$ cat src/rtl/muldiv_pkg.sv
// Shared definitions for the multi-cycle multiply/divide unit.
// Holds the op encodings, the FSM state type, the default operand width and
// a helper that sizes the iteration counter.
package muldiv_pkg;

    localparam int unsigned MD_WIDTH = 32;

    localparam logic [1:0] OP_MULT  = 2'b00;
    localparam logic [1:0] OP_MULTU = 2'b01;
    localparam logic [1:0] OP_DIV   = 2'b10;
    localparam logic [1:0] OP_DIVU  = 2'b11;

    typedef enum logic [1:0] {
        IDLE = 2'd0,
        CALC = 2'd1,
        FIX  = 2'd2
    } state_e;

    // Counter must hold the value WIDTH, hence the extra bit.
    function automatic int unsigned cnt_width(input int unsigned w);
        return $clog2(w) + 1;
    endfunction

endpackage

$ cat src/rtl/muldiv_step.sv
// One radix-2 iteration of the multiply/divide datapath (purely combinational).
// Ports:
//   acc_i  / acc_o  : upper half accumulator (partial product / partial remainder)
//   qreg_i / qreg_o : lower half register (multiplier bits / dividend->quotient bits)
//   opnd_i          : multiplicand magnitude or divisor magnitude
//   div_i           : 1 = restoring shift-subtract, 0 = shift-add
module muldiv_step
    import muldiv_pkg::*;
#(
    parameter int unsigned WIDTH = MD_WIDTH
) (
    input  logic [WIDTH-1:0] acc_i,
    input  logic [WIDTH-1:0] qreg_i,
    input  logic [WIDTH-1:0] opnd_i,
    input  logic             div_i,
    output logic [WIDTH-1:0] acc_o,
    output logic [WIDTH-1:0] qreg_o
);

    logic [WIDTH:0] mul_sum;
    logic [WIDTH:0] div_shift;
    logic [WIDTH:0] div_diff;
    logic           div_ge;

    always_comb begin
        // Multiply: add multiplicand when the current multiplier LSB is set,
        // then shift {carry, acc, qreg} right by one.
        mul_sum   = {1'b0, acc_i} + (qreg_i[0] ? {1'b0, opnd_i} : '0);

        // Divide: shift the next dividend bit into the remainder and try a subtract.
        div_shift = {acc_i, qreg_i[WIDTH-1]};
        div_ge    = (div_shift >= {1'b0, opnd_i});
        div_diff  = div_shift - {1'b0, opnd_i};

        if (div_i) begin
            // Remainder stays below the divisor, so it always fits in WIDTH bits.
            acc_o  = div_ge ? WIDTH'(div_diff) : WIDTH'(div_shift);
            qreg_o = {qreg_i[WIDTH-2:0], div_ge};
        end else begin
            acc_o  = mul_sum[WIDTH:1];
            qreg_o = {mul_sum[0], qreg_i[WIDTH-1:1]};
        end
    end

endmodule

$ cat src/rtl/muldiv_unit.sv
// Multi-cycle integer multiply/divide unit with architectural HI/LO registers.
// Runs MULT/MULTU/DIV/DIVU over WIDTH radix-2 iterations plus one sign-fix
// cycle, and services MTHI/MTLO writes while idle.
// Ports:
//   clk, rst_n      : clock, synchronous active-low reset
//   start, op, A, B : launch an operation (sampled only in IDLE)
//   flush           : abort an in-flight operation, HI/LO untouched
//   mthi, mtlo      : write HI / LO from A while idle
//   busy            : operation in flight (hazard stall)
//   done            : one-cycle pulse when HI/LO carry a new result
//   hi, lo          : HI and LO registers
module muldiv_unit
    import muldiv_pkg::*;
#(
    parameter int unsigned WIDTH = MD_WIDTH
) (
    input  logic             clk,
    input  logic             rst_n,
    input  logic             start,
    input  logic [1:0]       op,
    input  logic [WIDTH-1:0] A,
    input  logic [WIDTH-1:0] B,
    input  logic             flush,
    input  logic             mthi,
    input  logic             mtlo,
    output logic             busy,
    output logic             done,
    output logic [WIDTH-1:0] hi,
    output logic [WIDTH-1:0] lo
);

    localparam int unsigned CNT_W = cnt_width(WIDTH);
    localparam int unsigned PW    = 2 * WIDTH;

    state_e             state_q;
    logic [CNT_W-1:0]   cnt_q;
    logic [WIDTH-1:0]   acc_q;
    logic [WIDTH-1:0]   qreg_q;
    logic [WIDTH-1:0]   opnd_q;
    logic [WIDTH-1:0]   hi_q;
    logic [WIDTH-1:0]   lo_q;
    logic               is_div_q;
    logic               neg_q_q;    // negate product / quotient
    logic               neg_r_q;    // negate remainder
    logic               div0_q;
    logic               busy_q;
    logic               done_q;

    // Operand decode and magnitude conversion for the launch cycle.
    logic             op_signed;
    logic             op_div;
    logic             sign_a;
    logic             sign_b;
    logic [WIDTH-1:0] mag_a;
    logic [WIDTH-1:0] mag_b;

    always_comb begin
        op_signed = 1'b0;
        op_div    = 1'b0;
        case (op)
            OP_MULT:  op_signed = 1'b1;
            OP_MULTU: op_signed = 1'b0;
            OP_DIV: begin
                op_signed = 1'b1;
                op_div    = 1'b1;
            end
            OP_DIVU:  op_div    = 1'b1;
            default:  op_div    = 1'b0;
        endcase
        sign_a = op_signed & A[WIDTH-1];
        sign_b = op_signed & B[WIDTH-1];
        mag_a  = sign_a ? (~A + WIDTH'(1)) : A;
        mag_b  = sign_b ? (~B + WIDTH'(1)) : B;
    end

    // Single iteration datapath.
    logic [WIDTH-1:0] step_acc;
    logic [WIDTH-1:0] step_qreg;

    muldiv_step #(
        .WIDTH (WIDTH)
    ) u_step (
        .acc_i  (acc_q),
        .qreg_i (qreg_q),
        .opnd_i (opnd_q),
        .div_i  (is_div_q),
        .acc_o  (step_acc),
        .qreg_o (step_qreg)
    );

    // Sign correction applied on the FIX edge.
    logic [PW-1:0]    prod_mag;
    logic [PW-1:0]    prod_fix;
    logic [WIDTH-1:0] quo_fix;
    logic [WIDTH-1:0] rem_fix;
    logic [WIDTH-1:0] fix_hi;
    logic [WIDTH-1:0] fix_lo;

    always_comb begin
        prod_mag = {acc_q, qreg_q};
        prod_fix = neg_q_q ? (~prod_mag + PW'(1)) : prod_mag;
        quo_fix  = neg_q_q ? (~qreg_q + WIDTH'(1)) : qreg_q;
        rem_fix  = neg_r_q ? (~acc_q + WIDTH'(1)) : acc_q;
        if (is_div_q) begin
            // Divide by zero yields all-ones quotient regardless of sign; the
            // remainder path already reconstructs the original dividend.
            fix_hi = rem_fix;
            fix_lo = div0_q ? '1 : quo_fix;
        end else begin
            fix_hi = prod_fix[PW-1:WIDTH];
            fix_lo = prod_fix[WIDTH-1:0];
        end
    end

    // Control FSM, iteration counter and architectural registers.
    always_ff @(posedge clk) begin
        if (!rst_n) begin
            state_q  <= IDLE;
            cnt_q    <= '0;
            acc_q    <= '0;
            qreg_q   <= '0;
            opnd_q   <= '0;
            hi_q     <= '0;
            lo_q     <= '0;
            is_div_q <= 1'b0;
            neg_q_q  <= 1'b0;
            neg_r_q  <= 1'b0;
            div0_q   <= 1'b0;
            busy_q   <= 1'b0;
            done_q   <= 1'b0;
        end else begin
            done_q <= 1'b0;
            case (state_q)
                IDLE: begin
                    if (start) begin
                        // start always wins over mt*; flush suppresses the launch
                        if (!flush) begin
                            state_q  <= CALC;
                            busy_q   <= 1'b1;
                            cnt_q    <= '0;
                            acc_q    <= '0;
                            is_div_q <= op_div;
                            qreg_q   <= op_div ? mag_a : mag_b;
                            opnd_q   <= op_div ? mag_b : mag_a;
                            neg_q_q  <= sign_a ^ sign_b;
                            neg_r_q  <= sign_a;
                            div0_q   <= op_div & (B == '0);
                        end
                    end else begin
                        if (mthi) hi_q <= A;
                        if (mtlo) lo_q <= A;
                    end
                end
                CALC: begin
                    if (flush) begin
                        state_q <= IDLE;
                        busy_q  <= 1'b0;
                    end else begin
                        acc_q  <= step_acc;
                        qreg_q <= step_qreg;
                        cnt_q  <= cnt_q + CNT_W'(1);
                        if (cnt_q == CNT_W'(WIDTH - 1)) begin
                            state_q <= FIX;
                        end
                    end
                end
                FIX: begin
                    state_q <= IDLE;
                    busy_q  <= 1'b0;
                    if (!flush) begin
                        hi_q   <= fix_hi;
                        lo_q   <= fix_lo;
                        done_q <= 1'b1;
                    end
                end
                default: begin
                    state_q <= IDLE;
                    busy_q  <= 1'b0;
                end
            endcase
        end
    end

    assign busy = busy_q;
    assign done = done_q;
    assign hi   = hi_q;
    assign lo   = lo_q;

endmodule

$ cat config.mk
export PLATFORM = sky130hd
export DESIGN_NAME = muldiv_unit
export DESIGN_NICKNAME = d
export VERILOG_FILES = /design/src/rtl/muldiv_pkg.sv /design/src/rtl/muldiv_step.sv /design/src/rtl/muldiv_unit.sv
export SDC_FILE = /design/constraint.sdc
export NUM_CORES = 1
export LEC_CHECK = 0
export BUFFER_PORTS_ARGS = -buffer_cell sky130_fd_sc_hd__clkbuf_2
export CAP_MARGIN = 20
export CELL_PAD_IN_SITES_DETAIL_PLACEMENT = 1
export CELL_PAD_IN_SITES_GLOBAL_PLACEMENT = 1
export CORE_ASPECT_RATIO = 1.2
export CORE_MARGIN = 8
export CORE_UTILIZATION = 48
export DETAILED_ROUTE_END_ITERATION = 7
export PLACE_DENSITY = 0.95
export SLEW_MARGIN = 5
export SYNTH_ARGS = -nofsm -noshare
export SYNTH_HDL_FRONTEND = slang
export SYNTH_SLANG_ARGS = --single-unit
$ cat constraint.sdc
create_clock -name clk -period 7.3 [get_ports clk]
set_clock_uncertainty 0.2 [all_clocks]
set_input_delay 0.73 -clock clk [delete_from_list [all_inputs] [get_ports clk]]
set_output_delay 0.73 -clock clk [all_outputs]
set_load 0.01 [all_outputs]
==> results.sh, run 1 <==
export IMPL_run_status="complete, no violations"
export IMPL_critical_path_max_stage_delay_ps=600
export IMPL_worstPathRequired_ps=7440
export IMPL_setup_violations=0
export IMPL_drt_iter0_markers=1821
export IMPL_start_kind="register"
export IMPL_cts_hold_buffers_added=0
export IMPL_cts_resized=0
export IMPL_power_mw=2.74
export IMPL_grt_pass1_vias=17800
export IMPL_drt_pre_antenna_iters=5
export IMPL_total_die_area_sq_um=37000
export IMPL_setup_total_negative_slack_ps=0
export IMPL_seq_area_frac_synth_pct=23.3
export IMPL_gp_congestion=0.998
export IMPL_syn_cell_area_sq_um=14900
export IMPL_critical_path_depth=13
export IMPL_critPathTopFamily="compound AO/OA/AOI/OAI gates"
export IMPL_postSynthAreaPerCell_sq_um=7.20
export IMPL_cts_root_buf="clkbuf_16"
export IMPL_number_of_enable_flip_flop_cells_after_synthesis=0
export IMPL_drtAntennaViolNets=0
export IMPL_wl_mm=68.2
export IMPL_via_per_inst=6.90
export IMPL_path_buf_inv=2
export IMPL_holdCritPathClass="reg -> reg"
export IMPL_clk_pin_slew_ps=70
export IMPL_grt_pass1_wl_mm=103
export IMPL_max_cap_violations=0
export IMPL_maximum_number_of_pins_on_one_net_before_global_route_repair=71
export IMPL_die_height_um=209
export IMPL_cts_htree_levels=4
export IMPL_core_area_sq_um=30600
export IMPL_wl_per_cell_um=27.1
export IMPL_num_antenna_cells=0
export IMPL_worstMarginPinSlew_ps=1040
export IMPL_grt_ovfl_total=0
export IMPL_count_of_final_max_slew_check_failures=0
export IMPL_peakVddDrop_mv=0.149
export IMPL_fillers=3944
export IMPL_crit_path_cell_trace="inv_1 -> buf_16 -> nor2_1 -> ha_1 -> nand2_1 -> nor4b_1 -> nor3_1 -> o31ai_1 -> a31oi_1 -> o41a_1 -> o21ai_0 -> nor4_1 -> or3_1"
export IMPL_design_final_nets=2248
export IMPL_ioPinCount=138
export IMPL_cell_area_reported_after_detailed_placement_sq_um=15700
export IMPL_synth_top_flop_cell="dfxtp_1"
export IMPL_cp_max_fo=27
export IMPL_cts_repair_timing_setup_buffer_count=0
export IMPL_grt_usage_pct=35.8
export IMPL_layout_drive_gt1_share_pct=10.9
export IMPL_route_vias_total=17300
export IMPL_ys_ff_latch=174
export IMPL_synth_warnings=0
export IMPL_timing_final_crit_share_pct=63.3
export IMPL_area_growth_syn_to_layout_pct=9.01
export IMPL_critical_path_arrival_ps=4760
export IMPL_fmaxAchievable_mhz=216
export IMPL_synth_async_reset_ratio_pct=0
export IMPL_p_per_area_nw_per_um2=169
export IMPL_clock_buffers_created_by_tritoncts=17
export IMPL_clock_insertion_delay_worst_skew_ps=460
export IMPL_finalInstanceArea_sq_um=16300
export IMPL_syn_inst=2071
export IMPL_min_path_cells=2
export IMPL_cts_tree="yes"
export IMPL_floorplan_initialDensity_pct=48.8
export IMPL_power_static_leakage_nw=6.59
export IMPL_die_width_um=177
export IMPL_critical_path_class="reg -> reg"
export IMPL_dp_final_hpwl_mm=50.5
export IMPL_placementRows=70
export IMPL_postSynthNetCount=2214
export IMPL_numClockSinks=174
export IMPL_cp_slowest_cell="o31ai_1"
export IMPL_ctsLongestPathBuffers=2
export IMPL_number_of_port_buffers=137
export IMPL_timing_slew_headroom_pct=30.5
export IMPL_fin_crit_ps=4620
export IMPL_antenna_found_initial=3
export IMPL_route_detailed_drc=0
export IMPL_grt_setup_unrepaired="false"
export IMPL_r2r_worst_path_cells=13
export IMPL_hold_violation_count_in_the_final_report=0
export IMPL_netlist_cell_type_count=82
export IMPL_timing_critical_path_to_type="register"
[kinds of logic after synthesis]
logic type,share of synthesized area [%]
simple gates,20.6
compound gates,29.8
fa+ha+maj,6.06
xor+xnor,10.2
mux,3.91
buf+inv,6.15
flops,23.3
[stage by stage]
step	util, %	hold WS, ps	worst slack, ps	cells
after global routing	53.2	277	2450	2513
after floorplan	-	232	3690	2071
final	53.2	254	2680	2513
after CTS	53.0	255	2470	2509
after global placement	51.2	239	2640	2477
after detailed placement	51.2	247	2520	2478
[report_power, final]
group          leakage [nW]  internal (mW)  switching, mW
clock                 0.260          0.481          0.443
sequential             1.42          0.994         0.0604
combinational          4.91          0.256          0.510
[sequential cells by signal, indices dropped and copies added, names as in the netlist]
| register | flops |
|---|---|
| hi | 32 |
| is_div_q | 1 |
| neg_r_q | 1 |
| acc_q | 32 |
| state_q | 2 |
| cnt_q | 6 |
| busy | 1 |
| opnd_q | 32 |
| done | 1 |
| neg_q_q | 1 |
| qreg_q | 32 |
| div0_q | 1 |
| lo | 32 |
[synthesized netlist by cell type (all sizes together), types with 9 or more instances]
library cell,n,share of area (%)
nor3,44,1.5
o31a,9,0.53
o22ai,18,0.75
o221ai,32,1.9
o41ai,15,0.88
nor4,26,1.1
a22oi,17,0.86
or3,18,0.76
clkbuf,136,3.6
nand3,37,1.2
mux2i,56,3.8
nand4,15,0.63
or2,9,0.38
a211oi,38,1.9
o21bai,10,0.50
xnor2,101,5.9
ha,69,5.8
a21o,31,1.6
and2,11,0.46
nand2b,24,1.0
a21oi,206,6.9
dfxtp,174,23
o21a,12,0.60
nor2,248,6.2
o211ai,13,0.65
nand2,189,4.8
xor2,73,4.3
inv,68,1.7
o31ai,30,1.5
or4,19,1.1
a31oi,29,1.2
o21ai,188,6.3
buf,15,0.75
[final cells by class]
cell class	instances	area, sq um	share of cell area (%)
clock buffers	20	447	2.75
clock inverters	11	109	0.669
inverters	68	255	1.57
multi-input cells	1677	10500	64.8
flip-flops and latches	174	3480	21.4
well taps	396	495	3.05
repair buffers	167	928	5.71
[worst register-to-register path, delay by kind of cell, from the launching register on]
kind,cells,cell delay (ps)
compound gates,4,1560
fa+ha+maj,1,390
buf+inv,2,590
flops,1,380
simple gates,6,1380
[cells in the final DEF (no fill, tap or decap), types with 5 or more instances in the layout]
master / synthesis / layout
clkbuf_2: 1 / 138
nor2b_1: 8 / 7
a21oi_1: 206 / 206
nand2_1: 189 / 189
xor2_1: 73 / 73
o221ai_1: 32 / 32
a31oi_1: 29 / 28
clkbuf_16: 0 / 17
xnor2_1: 101 / 101
o41ai_1: 15 / 15
buf_4: 2 / 28
inv_1: 67 / 67
nor3_1: 44 / 44
or2_2: 9 / 9
o22ai_1: 18 / 18
a22oi_1: 17 / 17
o31ai_1: 29 / 29
a311oi_1: 5 / 5
or3_1: 17 / 17
a211oi_1: 38 / 38
o211ai_1: 13 / 13
nor4_1: 26 / 26
o31a_1: 9 / 9
nand4_1: 15 / 15
ha_1: 69 / 69
a32oi_1: 5 / 5
nor2_1: 248 / 247
and2_1: 10 / 10
o21bai_1: 10 / 10
dfxtp_1: 174 / 173
or4_1: 13 / 13
o221a_2: 5 / 5
a21o_1: 31 / 31
mux2i_1: 56 / 56
nand2b_1: 24 / 24
o21a_1: 12 / 12
a221o_1: 5 / 5
nand3_1: 37 / 37
o21ai_0: 184 / 184
[per-layer routing]
layer	wire length (um)	up-vias	track usage [%]	share of wire, %
li1	-	7568	-	-
met1	24700	8436	39.3	36
met2	32300	959	59.9	47
met3	5180	379	7.14	7.6
met4	5880	6	26.9	8.6
met5	40	-	0	0.059
[worst paths after layout]
check / from / to / slack [ps]
max: qreg_q[0]$_SDFFE_PN0P_ / acc_q[30]$_SDFFE_PN0P_ / 2680
min: opnd_q[6]$_SDFFE_PN0P_ / opnd_q[6]$_SDFFE_PN0P_ / 250
max reg2reg: qreg_q[0]$_SDFFE_PN0P_ / acc_q[30]$_SDFFE_PN0P_ / 2680
min reg2reg: opnd_q[6]$_SDFFE_PN0P_ / opnd_q[6]$_SDFFE_PN0P_ / 250
(Power assumes the default switching activity.)
==> run 2, diff against run 1 <==
--- a/config.mk
+++ b/config.mk
@@ -11,9 +11,9 @@
 export CELL_PAD_IN_SITES_GLOBAL_PLACEMENT = 1
 export CORE_ASPECT_RATIO = 1.2
 export CORE_MARGIN = 8
-export CORE_UTILIZATION = 48
+export CORE_UTILIZATION = 45
 export DETAILED_ROUTE_END_ITERATION = 7
-export PLACE_DENSITY = 0.95
+export PLACE_DENSITY = 0.91
 export SLEW_MARGIN = 5
 export SYNTH_ARGS = -nofsm -noshare
 export SYNTH_HDL_FRONTEND = slang
==> constraint.sdc (replaced) <==
create_clock -name clk -period 4.6 [get_ports clk]
set_clock_uncertainty 0.2 [all_clocks]
set_input_delay 0.46 -clock clk [delete_from_list [all_inputs] [get_ports clk]]
set_output_delay 0.46 -clock clk [all_outputs]
set_load 0.01 [all_outputs]
==> run 2 against run 1 <==
Effect of this change:
- flip-flop and latch count did not move
- routed wire length rose by 1.7%
- clock power rose by 64%
- maximum frequency rose by 13%
- register-to-register slack got worse by 2200 ps
- via count fell by 0.37%
- critical path type unchanged
- largest cell class unchanged
- largest power group unchanged
- highest routed layer unchanged
==> results.sh, run 2 (same netlist as run 1, synthesis figures left out) <==
export IMPL_run_status="complete, no violations"
export IMPL_critical_path_class="reg -> reg"
export IMPL_cts_root_buf="clkbuf_16"
export IMPL_cts_tree="yes"
export IMPL_timing_final_crit_share_pct=88.9
export IMPL_cts_hold_buffers_added=0
export IMPL_p_per_area_nw_per_um2=268
export IMPL_antenna_found_initial=1
export IMPL_numClockSinks=174
export IMPL_grt_ovfl_total=0
export IMPL_power_static_leakage_nw=6.77
export IMPL_fmaxAchievable_mhz=245
export IMPL_number_of_port_buffers=137
export IMPL_start_kind="register"
export IMPL_num_antenna_cells=0
export IMPL_die_width_um=182
export IMPL_timing_critical_path_to_type="register"
export IMPL_drtAntennaViolNets=0
export IMPL_worst_slack_ps=510
export IMPL_max_cap_violations=0
export IMPL_hold_start="A[24]"
export IMPL_peakVddDrop_mv=0.188
export IMPL_timing_slew_headroom_pct=28.4
export IMPL_cts_resized=0
export IMPL_dpl_worst_slack_ps=674
export IMPL_fin_crit_ps=4090
export IMPL_wl_mm=69.3
export IMPL_setup_violations=0
export IMPL_worstMarginPinSlew_ps=1070
export IMPL_ctsLongestPathBuffers=2
export IMPL_route_detailed_drc=0
export IMPL_power_mw=4.43
export IMPL_route_vias_total=17300
export IMPL_drt_iter0_markers=1544
export IMPL_gp_congestion=1.01
export IMPL_core_area_sq_um=32900
export IMPL_placementRows=73
export IMPL_setup_total_negative_slack_ps=0
export IMPL_cp_max_fo=13
export IMPL_critical_path_arrival_ps=4230
export IMPL_most_common_cell_after_layout_fill_and_taps_aside="nor2_1"
export IMPL_grt_pass1_wl_mm=104
export IMPL_count_of_final_max_slew_check_failures=0
export IMPL_floorplan_initialDensity_pct=45.4
export IMPL_layout_common_cells="nor2_1, a21oi_1, nand2_1"
export IMPL_clock_insertion_delay_worst_skew_ps=460
export IMPL_wl_per_cell_um=27.1
export IMPL_clk_pin_slew_ps=80
export IMPL_clock_buffers_created_by_tritoncts=17
export IMPL_area_growth_syn_to_layout_pct=10.8
export IMPL_grt_usage_pct=34.1
export IMPL_dp_final_hpwl_mm=53.4
export IMPL_worstPathRequired_ps=4740
export IMPL_grt_setup_unrepaired="false"
export IMPL_timing_rr_start="qreg_q[0]$_SDFFE_PN0P_"
export IMPL_cts_htree_levels=4
export IMPL_ioPinCount=138
export IMPL_drt_pre_antenna_iters=6
export IMPL_hold_violation_count_in_the_final_report=0
export IMPL_grt_pass1_vias=17800
export IMPL_total_die_area_sq_um=39300
export IMPL_layout_drive_gt1_share_pct=12.2
export IMPL_maximum_number_of_pins_on_one_net_before_global_route_repair=86
export IMPL_timing_critical_path_from="qreg_q[0]$_SDFFE_PN0P_"
export IMPL_die_height_um=215
export IMPL_design_final_nets=2278
export IMPL_holdCritPathClass="in -> reg"
export IMPL_via_per_inst=6.75
export IMPL_cts_repair_timing_setup_buffer_count=0
==> run 2: final timing paths <==
check | slack [ps] | cells past startpoint | end
min | 210 | 3 | hi[24]$_SDFFE_PN0P_
min reg2reg | 260 | 2 | hi[20]$_SDFFE_PN0P_
max | 510 | 14 | acc_q[30]$_SDFFE_PN0P_
max reg2reg | 510 | 14 | acc_q[30]$_SDFFE_PN0P_
==> run 2: cell type report <==
| type | count | area, sq um |
|---|---|---|
| fill | 4220 | 16300 |
| multi-input combinational | 1677 | 10500 |
| sequential | 174 | 3480 |
| timing repair buffer | 197 | 1160 |
| tap | 412 | 515 |
| clock buffer | 19 | 433 |
| inverter | 68 | 255 |
| clock inverter | 13 | 144 |
==> run 2: power by group <==
group / total (mW) / internal (mW) / switching (mW)
Combinational: 1.25 / 0.417 / 0.835
Sequential: 1.66 / 1.58 / 0.0853
Clock: 1.51 / 0.772 / 0.741
Total: 4.43 / 2.76 / 1.66
==> run 2: layer usage <==
metal / up-vias / global-route usage (%) / wire length (um)
li1: 7635 / - / -
met1: 8484 / 36.5 / 24900
met2: 871 / 59.3 / 33900
met3: 291 / 5.16 / 4500
met4: 2 / 26.9 / 6000
met5: - / 0 / 13
==> run 2: per-stage QoR <==
stage	std cells	util (%)	cell area, sq um	hold slack [ps]
floorplan	2071	-	14900	232
global placement	2524	48.4	15900	240
detailed placement	2525	48.4	15900	244
CTS	2557	50.2	16500	184
global route	2560	50.3	16500	219
finish	2560	50.3	16500	212
==> run 2: critical path, cell delays in order (launching register included) <==
cell     delay (ps)
dfxtp_1         400
inv_1           170
buf_4           230
nor2_1           60
ha_1            370
nand2_1         120
nor4b_1         460
nor3_1          190
o31ai_1         350
buf_4           190
a31oi_1         130
o41a_1          480
o21ai_0         230
nor4_1           70
or3_1           340
